`config.mk`:
```
export PLATFORM = sky130hd
export DESIGN_NAME = instr_fetch_ctrl
export DESIGN_NICKNAME = d
export VERILOG_FILES = /design/src/rtl/fetch_pkg.sv /design/src/rtl/instr_fetch_ctrl.sv
export SDC_FILE = /design/constraint.sdc
export NUM_CORES = 1
export LEC_CHECK = 0
export ABC_AREA = 1
export BUFFER_PORTS_ARGS = -buffer_cell sky130_fd_sc_hd__buf_2
export CAP_MARGIN = 25
export CORE_AREA = 3 3 95 97
export DETAILED_ROUTE_END_ITERATION = 8
export DIE_AREA = 0 0 98 100
export PLACE_DENSITY = 0.84
export SKIP_LAST_GASP = 1
export SYNTH_ARGS = -nofsm -noshare
export SYNTH_HDL_FRONTEND = slang
export SYNTH_SLANG_ARGS = --single-unit
```
`constraint.sdc`:
```
create_clock -name clk -period 4.95 [get_ports clk]
set_clock_uncertainty 0.15 [all_clocks]
set_input_delay 0.99 -clock clk [delete_from_list [all_inputs] [get_ports clk]]
set_output_delay 0.99 -clock clk [all_outputs]
set_load 0.005 [all_outputs]
```
`src/rtl/fetch_pkg.sv`:
```
// fetch_pkg: shared state encoding and constants for the instruction fetch sequencer
package fetch_pkg;
    typedef enum logic [2:0] {IDLE, REQ, RESP, VALID, HALT} fetch_state_e;
    localparam int unsigned PC_INC = 4;
    localparam logic [13:0] DEFAULT_RESET_PC = 14'h0000;
endpackage

```
`src/rtl/instr_fetch_ctrl.sv`:
```
// instr_fetch_ctrl: PC owner and ROM fetch sequencer with valid/ready delivery, redirects and misalignment trap
module instr_fetch_ctrl
    import fetch_pkg::*;
#(
    parameter int ADDR_W = 14,
    parameter logic [ADDR_W-1:0] RESET_PC = ADDR_W'(DEFAULT_RESET_PC)
) (
    input  logic              clk,
    input  logic              rst_n,
    input  logic              fetch_en,
    output logic [ADDR_W-1:0] rom_addr,
    input  logic [31:0]       rom_data,
    output logic              instr_valid,
    input  logic              instr_ready,
    output logic [31:0]       instr,
    output logic [ADDR_W-1:0] instr_pc,
    input  logic              redirect_valid,
    input  logic [ADDR_W-1:0] redirect_pc,
    output logic              misalign_err,
    output logic [31:0]       fetch_cnt
);
    fetch_state_e      r_state, w_state_nxt;
    logic [ADDR_W-1:0] r_pc, w_pc_nxt, r_instr_pc;
    logic [31:0]       r_instr, r_cnt;
    logic              r_misalign;
    logic              w_active, w_redir_ok, w_redir_bad, w_handshake, w_capture;

    assign w_active    = r_state != HALT;
    assign w_redir_ok  = w_active && redirect_valid && redirect_pc[1:0] == 2'b00;
    assign w_redir_bad = w_active && redirect_valid && redirect_pc[1:0] != 2'b00;
    assign w_handshake = r_state == VALID && instr_ready && !w_redir_bad;
    // any redirect during RESP makes the returning word stale
    assign w_capture   = r_state == RESP && !redirect_valid;

    always_comb begin
        w_state_nxt = r_state;
        if (w_redir_bad)
            w_state_nxt = HALT;
        else if (w_redir_ok)
            w_state_nxt = fetch_en ? REQ : IDLE;
        else
            case (r_state)
                IDLE:    w_state_nxt = fetch_en ? REQ : IDLE;
                REQ:     w_state_nxt = RESP;
                RESP:    w_state_nxt = VALID;
                VALID:   w_state_nxt = instr_ready ? (fetch_en ? REQ : IDLE) : VALID;
                HALT:    w_state_nxt = HALT;
                default: w_state_nxt = IDLE;
            endcase
        w_pc_nxt = w_redir_ok ? redirect_pc : w_handshake ? r_pc + ADDR_W'(PC_INC) : r_pc;
    end

    always_ff @(posedge clk) begin
        if (!rst_n) begin
            r_state    <= IDLE;
            r_pc       <= RESET_PC;
            r_instr    <= '0;
            r_instr_pc <= '0;
            r_cnt      <= '0;
            r_misalign <= 1'b0;
        end else begin
            r_state <= w_state_nxt;
            r_pc    <= w_pc_nxt;
            if (w_capture) begin
                r_instr    <= rom_data;
                r_instr_pc <= r_pc;
            end
            if (w_handshake)
                r_cnt <= r_cnt + 32'd1;
            if (w_redir_bad)
                r_misalign <= 1'b1;
        end
    end

    assign rom_addr     = r_pc;
    assign instr_valid  = r_state == VALID;
    assign instr        = r_instr;
    assign instr_pc     = r_instr_pc;
    assign misalign_err = r_misalign;
    assign fetch_cnt    = r_cnt;
endmodule

```
== Word level (Yosys, flattened, before mapping) ==
Cells that the tools add are included.
Storage, ports and cells
  bits in registers: 96
  latch bits: 0
  bits in writable memories: 0
  ROM bits: 0
  input port bits: 51
  memories: 0
Cells by class
  add/sub/neg operators: 2
  multipliers: 0
  divide/modulo/power cells: 0
  order comparisons: 0
  eq/ne operators: 5
  shift-type cells: 0
  multiplexer cells: 7
  bitwise logic cells: 1
  reduce and logical (&&, ||, !) cells: 13
Operators with widths (count)
  32-bit by 1-bit adder with 32-bit output (second input constant): 1
  14-bit two-way mux: 2
  3-bit one-hot mux with 5 select lines: 1
  14-bit by 3-bit adder with 14-bit output (second input constant): 1
  3-bit by 2-bit equality test with 1-bit output (second input constant): 2
  1-bit logical AND: 6
  3-bit two-way mux: 2
  2-bit nonzero test: 2
  3-bit by 1-bit equality test with 1-bit output (second input constant): 1
  3-bit equality test (second input constant): 1
  3-bit logical NOT: 1
  3-bit inequality test (second input constant): 1
  1-bit logical NOT: 2
  2-bit logical NOT: 1
  2-bit two-way mux: 1
  2-bit OR reduction: 1
  1-bit two-way mux: 1
  1-bit inverter: 1

== Depth between registers and ports, before layout ==
Gate-level depths: netlist of run 1.
  depth in word-level cells: 7
  mapped depth: 11
  depth with buffers taken out: 11

== Least setup slack after synthesis of run 1 ==
OpenSTA, ideal clock, no wires.
  path type: input to register
  start: in redirect_pc[1]
  end: reg r_cnt[27], in the netlist fetch_cnt[27]
  library setup time: 0.128 ns
  data arrival time: 1.798 ns
  setup slack: 2.874 ns
  cell stages on the path: 9
  path buffers: 1
  cell sequence: inv_1 -> nand2_1 -> nand3_4 -> nand2_8 -> nor2_8 -> buf_6 -> nand4_1 -> nand2_1 -> nor2_1
On the way
  cells in the longest elaborated chain, start to end: 4
Ends and longest elaborated chain
  from (decl): RTL line instr_fetch_ctrl.sv:18  | input logic [ADDR_W-1:0] redirect_pc,
  2-bit nonzero test: RTL line instr_fetch_ctrl.sv:30  | assign w_redir_bad = w_active && redirect_valid && redirect_pc[1:0] != 2'b00;
  1-bit logical AND: RTL line instr_fetch_ctrl.sv:30
  1-bit logical NOT: RTL line instr_fetch_ctrl.sv:31  | assign w_handshake = r_state == VALID && instr_ready && !w_redir_bad;
  1-bit logical AND: RTL line instr_fetch_ctrl.sv:31
  to (signal assigned): RTL line instr_fetch_ctrl.sv:69  | r_cnt <= r_cnt + 32'd1;
  to (decl): RTL line instr_fetch_ctrl.sv:24  | logic [31:0] r_instr, r_cnt;
No other way between the ends.
A chain may end at the register's enable or synchronous reset.

== Final worst setup path of run 1 ==
  start: in redirect_pc[1]
  end: reg r_pc[13], in the netlist rom_addr[13]
On the way
  cells in the longest elaborated chain, start to end: 5
  elaborated cells on any way between the ends: 8
Ends and longest elaborated chain
  2-bit nonzero test: RTL line instr_fetch_ctrl.sv:30
  1-bit logical AND: RTL line instr_fetch_ctrl.sv:30
  1-bit logical NOT: RTL line instr_fetch_ctrl.sv:31
  1-bit logical AND: RTL line instr_fetch_ctrl.sv:31
  2-bit nonzero test (no source line)
  to (signal assigned): RTL line instr_fetch_ctrl.sv:63  | r_pc <= w_pc_nxt;
  to (decl): RTL line instr_fetch_ctrl.sv:23  | logic [ADDR_W-1:0] r_pc, w_pc_nxt, r_instr_pc;
Parallel ways exist; a longest one is shown, timed or not.

==> results of run 1 <==
[area by class of cell]
type | count | area [um^2]
sequential | 96 | 1920
inverter | 110 | 413
tap | 105 | 131
fill | 726 | 2730
timing repair buffer | 146 | 736
clock inverter | 5 | 56.3
multi-input combinational | 434 | 2090
clock buffer | 10 | 138
[critical path: stages]
cell and delay, ns:
buf_2 0.09, inv_1 0.07, nand4_2 0.53, inv_1 0.45, nand2_1 0.09, nand2_1 0.08
nand2_1 0.05, a21oi_1 0.11
[synth_stat cells (6+ instances only)]
cell / instances
o21ai_0: 65
nand4_1: 12
nand3_1: 38
buf_2: 6
a21oi_1: 66
nor2_2: 7
inv_1: 107
nor3_1: 6
nor2_1: 69
clkbuf_1: 16
dfxtp_1: 96
nand2_1: 139
[routing by layer]
layer | vias to the layer above | share of wire
met5 | - | 0.0029
met4 | 4 | 0.013
met2 | 163 | 0.48
met3 | 18 | 0.076
met1 | 2084 | 0.42
li1 | 2355 | -
[flip-flops by register name (all words and copies together), names as in the netlist]
register / count
rom_addr: 14
fetch_cnt: 32
r_state: 3
instr: 32
instr_pc: 14
misalign_err: 1
[kinds of logic after synthesis]
group | after synthesis | share of synthesized area
compound gates | 136 | 0.153
xor+xnor | 10 | 0.0193
fa+ha+maj | 2 | 0.00553
buf+inv | 134 | 0.115
flops | 96 | 0.424
simple gates | 286 | 0.283
[power breakdown]
group / leakage, nW / internal, mW / switching (mW)
Sequential: 0.775 / 0.786 / 0.0132
Clock: 0.0985 / 0.245 / 0.268
Combinational: 1.73 / 0.0427 / 0.0583
Total: 2.61 / 1.07 / 0.339
[path summary, 6_finish.rpt]
check	start	endpoint	slack (ns)	cells after the start
worst max-delay path	redirect_pc[1]	rom_addr[13]	2.59	8
worst min-delay path	instr[24]	instr[24]	0.30	2
worst max register to register	r_state[1]	rom_addr[13]	2.77	8
worst min register to register	instr[24]	instr[24]	0.30	2
[placed cells by master (no fill, tap or decap), drive strengths merged]
| cell | synthesis | final |
|---|---|---|
| buf | 8 | 146 |
| nand2 | 143 | 143 |
| inv | 109 | 110 |
| dfxtp | 96 | 96 |
| nor2 | 78 | 78 |
| a21oi | 66 | 66 |
| o21ai | 65 | 65 |
| nand3 | 41 | 41 |
| nand4 | 13 | 13 |
| clkbuf | 16 | 10 |
| nor3 | 6 | 6 |
| xnor2 | 5 | 5 |
| xor2 | 5 | 5 |
| clkinv | 1 | 3 |
| a21o | 2 | 2 |
| nand3b | 2 | 2 |
| or2 | 2 | 2 |
| ha | 2 | 2 |
| nor3b | 1 | 1 |
| o21bai | 1 | 1 |
| o211ai | 1 | 1 |
| a31oi | 1 | 1 |
| clkinvlp | 0 | 1 |
| bufinv | 0 | 1 |
[through the flow]
stage / instances / power [mW] / instance area (um^2) / worst slack [ns] / util
after floorplan: 664 / 0.871 / 4530 / 2.87 / -
after global placement: 891 / 0.915 / 5290 / 2.31 / 0.644
after detailed placement: 891 / 0.918 / 5290 / 2.26 / 0.644
after CTS: 906 / 1.42 / 5490 / 2.62 / 0.668
after global routing: 906 / 1.47 / 5490 / 2.40 / 0.668
final: 906 / 1.41 / 5490 / 2.59 / 0.668
==> impl_metrics.yaml, run 1 <==
cells_and_area:
  drive_above_1_share: 0.230
  diodes: 0
  nNetsFinal: 850
  area_growth_pct: 21.1
worst_setup_path:
  critPathKind: "input port to flip-flop"
  path_max_fanout: 25
  required_ns: 5.05
  worstPathArrival_ns: 2.46
  setup.worst_path.end_class: "flip-flop"
  cp-start-kind: "input port"
sta:
  final.setup.tns_ns: 0
  report.final.slew_viol_count: 0
  slew_headroom: 0.429
  finalSetupViolations: 0
  post-route-period-util: 0.477
  fin_crit_ns: 2.36
  hold_viol_final: 0
  fmax_mhz: 424
  hold-worst-slack_ns: 0.297
  worst_pin_slew_ns: 0.851
  rsz0062_at_grt: "false"
yosys:
  synth_cells: 664
  netlist_area_um2: 4530
  yosysWarnings: 0
  avgSynthCellArea_um2: 6.82
  ys_ff_latch: 96
  synth_top_cell_by_area: "dfxtp_1"
  netlist.area_leader.share: 0.424
  ys_types: 33
  synth_area_leaders: "dfxtp_1, nand2_1, inv_1"
  syn_nets: 717
  synth_edf_count: 0
  synth_seq_area_share: 0.424
  postSynth.asyncResetShare: 0
  synthFlopType: "dfxtp_1"
power:
  ir_drop_uv: 172
  p_leak_nw: 2.61
  power.density_nw_per_um2: 258
die:
  std_cell_rows: 33
  start_util: 0.551
  die_h_um: 100
  coreArea_um2: 8220
  die_width_um: 98
  ioPinCount: 145
  dieArea_um2: 9800
grt:
  grt_antenna_before_repair: 2
  grt_pass1_wl_um: 18900
  grt_max_degree: 70
  grtUsageMet1: 0.282
  gr-usage-met2: 0.406
  grt_remaining_overflow: 0
  use_met3: 0.0438
  busiest_layer: "met2"
  first_global_vias: 4242
  grt_use_total: 0.230
routing:
  routed_via_density: 5.10
  drcViolationCount: 0
  antenna_left: 0
  wl_um: 11400
  dr.first_iter.drc_count: 138
  num_vias: 4624
  wl_per_cell_um: 12.6
  drt_pre_antenna_iters: 5
status:
  outcome: "finished, final reports clean"
place:
  globalplace.congestion: 0.875
  post-dp-hpwl_um: 8350
  io_buffer_count: 144
cts:
  clk_latency_ns: 0.35
  hold_buffers: 0
  clk_path_buf_depth: 2
  cts_setup_buffers: 0
  cts.repair.resized: 0
  clock-sinks: 96
  clk_root_buffer_cell: "clkbuf_8"
  cts_tree: "done"
  cts.clk_slew.worst_paths_ns: 0.09
  cts-buffers-inserted: 9
  cts_max_level: 3
worst_hold_path:
  hold_path.class: "flip-flop to flip-flop"
flow_run:
  drv_cap: 0
No activity file was read; power rests on OpenSTA's default activity.
==> run 2: changes to the inputs <==
ABC_AREA = 0   (was 1)
CORE_AREA = 3 3 100 102   (was 3 3 95 97)
DIE_AREA = 0 0 103 105   (was 0 0 98 100)
PLACE_DENSITY = 0.74   (was 0.84)
clock period = 1.95 ns   (was 4.95 ns; I/O delays follow)
==> run 2 against run 1 <==
Synthesized area decreased by 10%. Worst setup slack got worse by 2.5 ns. Clock power increased by 150%. Count of clock-buffer cells in the layout shrank 1. Flip-flop and latch count stayed put. First-iteration DRC count is 17% higher. Non-clock buffer count grew 54. Worst hold slack lost 0.20 ns. Synthesized cell count fell by 24%. Largest power group unchanged. Highest routed layer is now met4.
==> impl_metrics.yaml, run 2 <==
status:
  outcome: "finished, final reports clean"
sta:
  fmax_mhz: 526
  hold-worst-slack_ns: 0.0937
  finalSetupViolations: 0
  slew_headroom: 0.675
  fin_ws_ns: 0.0503
  rsz0062_at_grt: "true"
  hold_viol_final: 0
  report.final.slew_viol_count: 0
  final.setup.tns_ns: 0
  worst_pin_slew_ns: 0.488
  post-route-period-util: 0.974
  fin_crit_ns: 1.90
cells_and_area:
  drive_above_1_share: 0.341
  final_common_cell: "buf_2"
  area_growth_pct: 34.4
  nNetsFinal: 737
  final_cell_mix: "buf_2, nand2_1, dfxtp_1, a21oi_1, buf_4"
  regArea_um2: 1930
  final_cell_count_no_fill: 801
  nFillCells: 841
  multi_input_area_um2: 2020
yosys:
  avgSynthCellArea_um2: 8.08
  yosysWarnings: 0
  netlist_area_um2: 4070
  synth_edf_count: 0
  ys_ff_latch: 96
  synth_area_leaders: "dfxtp_1, nand2_1, a21oi_1"
  syn_nets: 557
  ys_types: 44
  synth_seq_area_share: 0.472
  synth_cells: 504
  yosys.cell_count.top_type: "nand2_1"
  synthFlopType: "dfxtp_1"
  netlist.area_leader.share: 0.472
  synth_common_cells: "nand2_1, dfxtp_1, a21oi_1"
  postSynth.asyncResetShare: 0
  synth_top_cell_by_area: "dfxtp_1"
cts:
  cts_tree: "done"
  clock-sinks: 96
  cts_max_level: 3
  hold_buffers: 0
  clk_latency_ns: 0.37
  cts.clk_slew.worst_paths_ns: 0.11
  clk_path_buf_depth: 2
  cts-buffers-inserted: 9
  clk_root_buffer_cell: "clkbuf_8"
worst_setup_path:
  critPathSlowestCell: "dfxtp_2"
  path_buf_inv: 2
  required_ns: 1.41
  critPathKind: "flip-flop to output pin"
  path_max_fanout: 4
  worstPathArrival_ns: 1.36
  setup.worst_path.end_class: "output pin"
  cp-start-kind: "flip-flop"
  crit_family: "simple AND/OR/NAND/NOR gates"
  path_cells: "buf_6, or2b_1, nor2_1, buf_2"
  cpPeakStageDelay_ns: 0.35
die:
  die_h_um: 105
  die_width_um: 103
  dieArea_um2: 10800
  ioPinCount: 145
  start_util: 0.443
  std_cell_rows: 35
  coreArea_um2: 9200
power:
  p_leak_nw: 2.30
  p_switching_uw: 928
  p_clk_frac: 0.363
  comb_power_share: 0.067
  sequentialPowerShare: 0.571
  power.density_nw_per_um2: 642
  internal_power_mw: 2.58
  switching_share: 0.264
  ir_drop_uv: 278
place:
  io_buffer_count: 144
  numPlacedInstances: 782
  dp_worst_setup_slack_ns: -0.118
  globalplace.congestion: 0.812
  post-dp-hpwl_um: 8470
grt:
  grt_use_total: 0.209
  grt_max_degree: 47
  grt_pass1_wl_um: 18400
  grt_antenna_before_repair: 1
  first_global_vias: 3982
  grt_remaining_overflow: 0
routing:
  wl_per_cell_um: 14.4
  drt_pre_antenna_iters: 4
  num_vias: 4270
  wl_um: 11500
  dr.first_iter.drc_count: 161
  routed_via_density: 5.33
  antenna_left: 0
  drcViolationCount: 0
worst_hold_path:
  hold_path.class: "input port to flip-flop"
flow_run:
  drv_cap: 0
[run 2: changes by cell type after synthesis, moves of 8 or more]
cell      previous run  this run
inv_1              107         4
nor2_1              69        22
o21ai_0             65        20
nand2_1            139       112
nand3_1             38        20
or4_1                0        12
o31ai_1              0        11
clkbuf_1            16        26
or3_1                0         9
a21oi_1             66        74
and3_1               0         8
[run 2: cells by family (layout without fill, tap and decap cells)]
family          count (synthesis)  in the layout  share of synthesized area
flops                          96             96                      0.472
mux                             1              1                    0.00246
simple gates                  232            232                      0.283
other cells                     0              1                          0
xor+xnor                       15             15                     0.0323
fa+ha+maj                       2              2                    0.00614
compound gates                122            122                      0.169
buf+inv                        36            221                     0.0350
[run 2: power groups by stage]
stage / clock network (mW) / logic, mW / registers [mW]
after floorplan: 0 / 0.0967 / 2.05
after global placement: 0 / 0.224 / 2.05
after detailed placement: 0 / 0.231 / 2.05
after CTS: 1.31 / 0.232 / 2.00
after global routing: 1.42 / 0.256 / 2.01
final: 1.27 / 0.234 / 2.00
[run 2: through the flow]
stage / power, mW / util / cell area [um^2]
2_1_floorplan: 2.15 / - / 4070
3_3_place_gp: 2.27 / 0.570 / 5250
3_5_place_dp: 2.28 / 0.570 / 5250
4_1_cts: 3.55 / 0.591 / 5440
5_1_grt: 3.68 / 0.595 / 5470
6_report: 3.51 / 0.595 / 5470
[run 2: worst paths after layout]
kind | slack, ns | end | depth (start not counted) | start
max | 0.05 | instr_valid | 4 | r_state[2]
min reg2reg | 0.31 | instr[28] | 2 | instr[28]
min | 0.09 | instr[31] | 3 | rom_data[31]
max reg2reg | 0.07 | fetch_cnt[21] | 4 | r_state[1]
[run 2: per-layer routing]
metal,up-vias,part of all wire,GRT usage
met4,0,0.016,0.0592
met1,1976,0.44,0.256
met5,-,0,0
li1,2148,-,-
met3,13,0.063,0.0527
met2,133,0.48,0.356
[run 2: final cells by class]
cell class,instances,area share
antenna,1,0.000457
clock buffer,9,0.0226
clock inverter,7,0.0119
inverter,5,0.00343
multi-input combinational,372,0.369
sequential,96,0.353
tap,111,0.0254
timing repair buffer,200,0.214
[run 2: timing repair]
action / 4_1_cts / 5_1_grt
resized for setup: 2 / 9
endpoints found under the setup margin: 5 / 19
pin swaps: 0 / 4
buffers inserted: 0 / 2
[run 2: tightest hold or removal path, cell delays in order]
cell and delay [ns]:
buf_2 0.09, nand2_1 0.05, a21oi_1 0.05
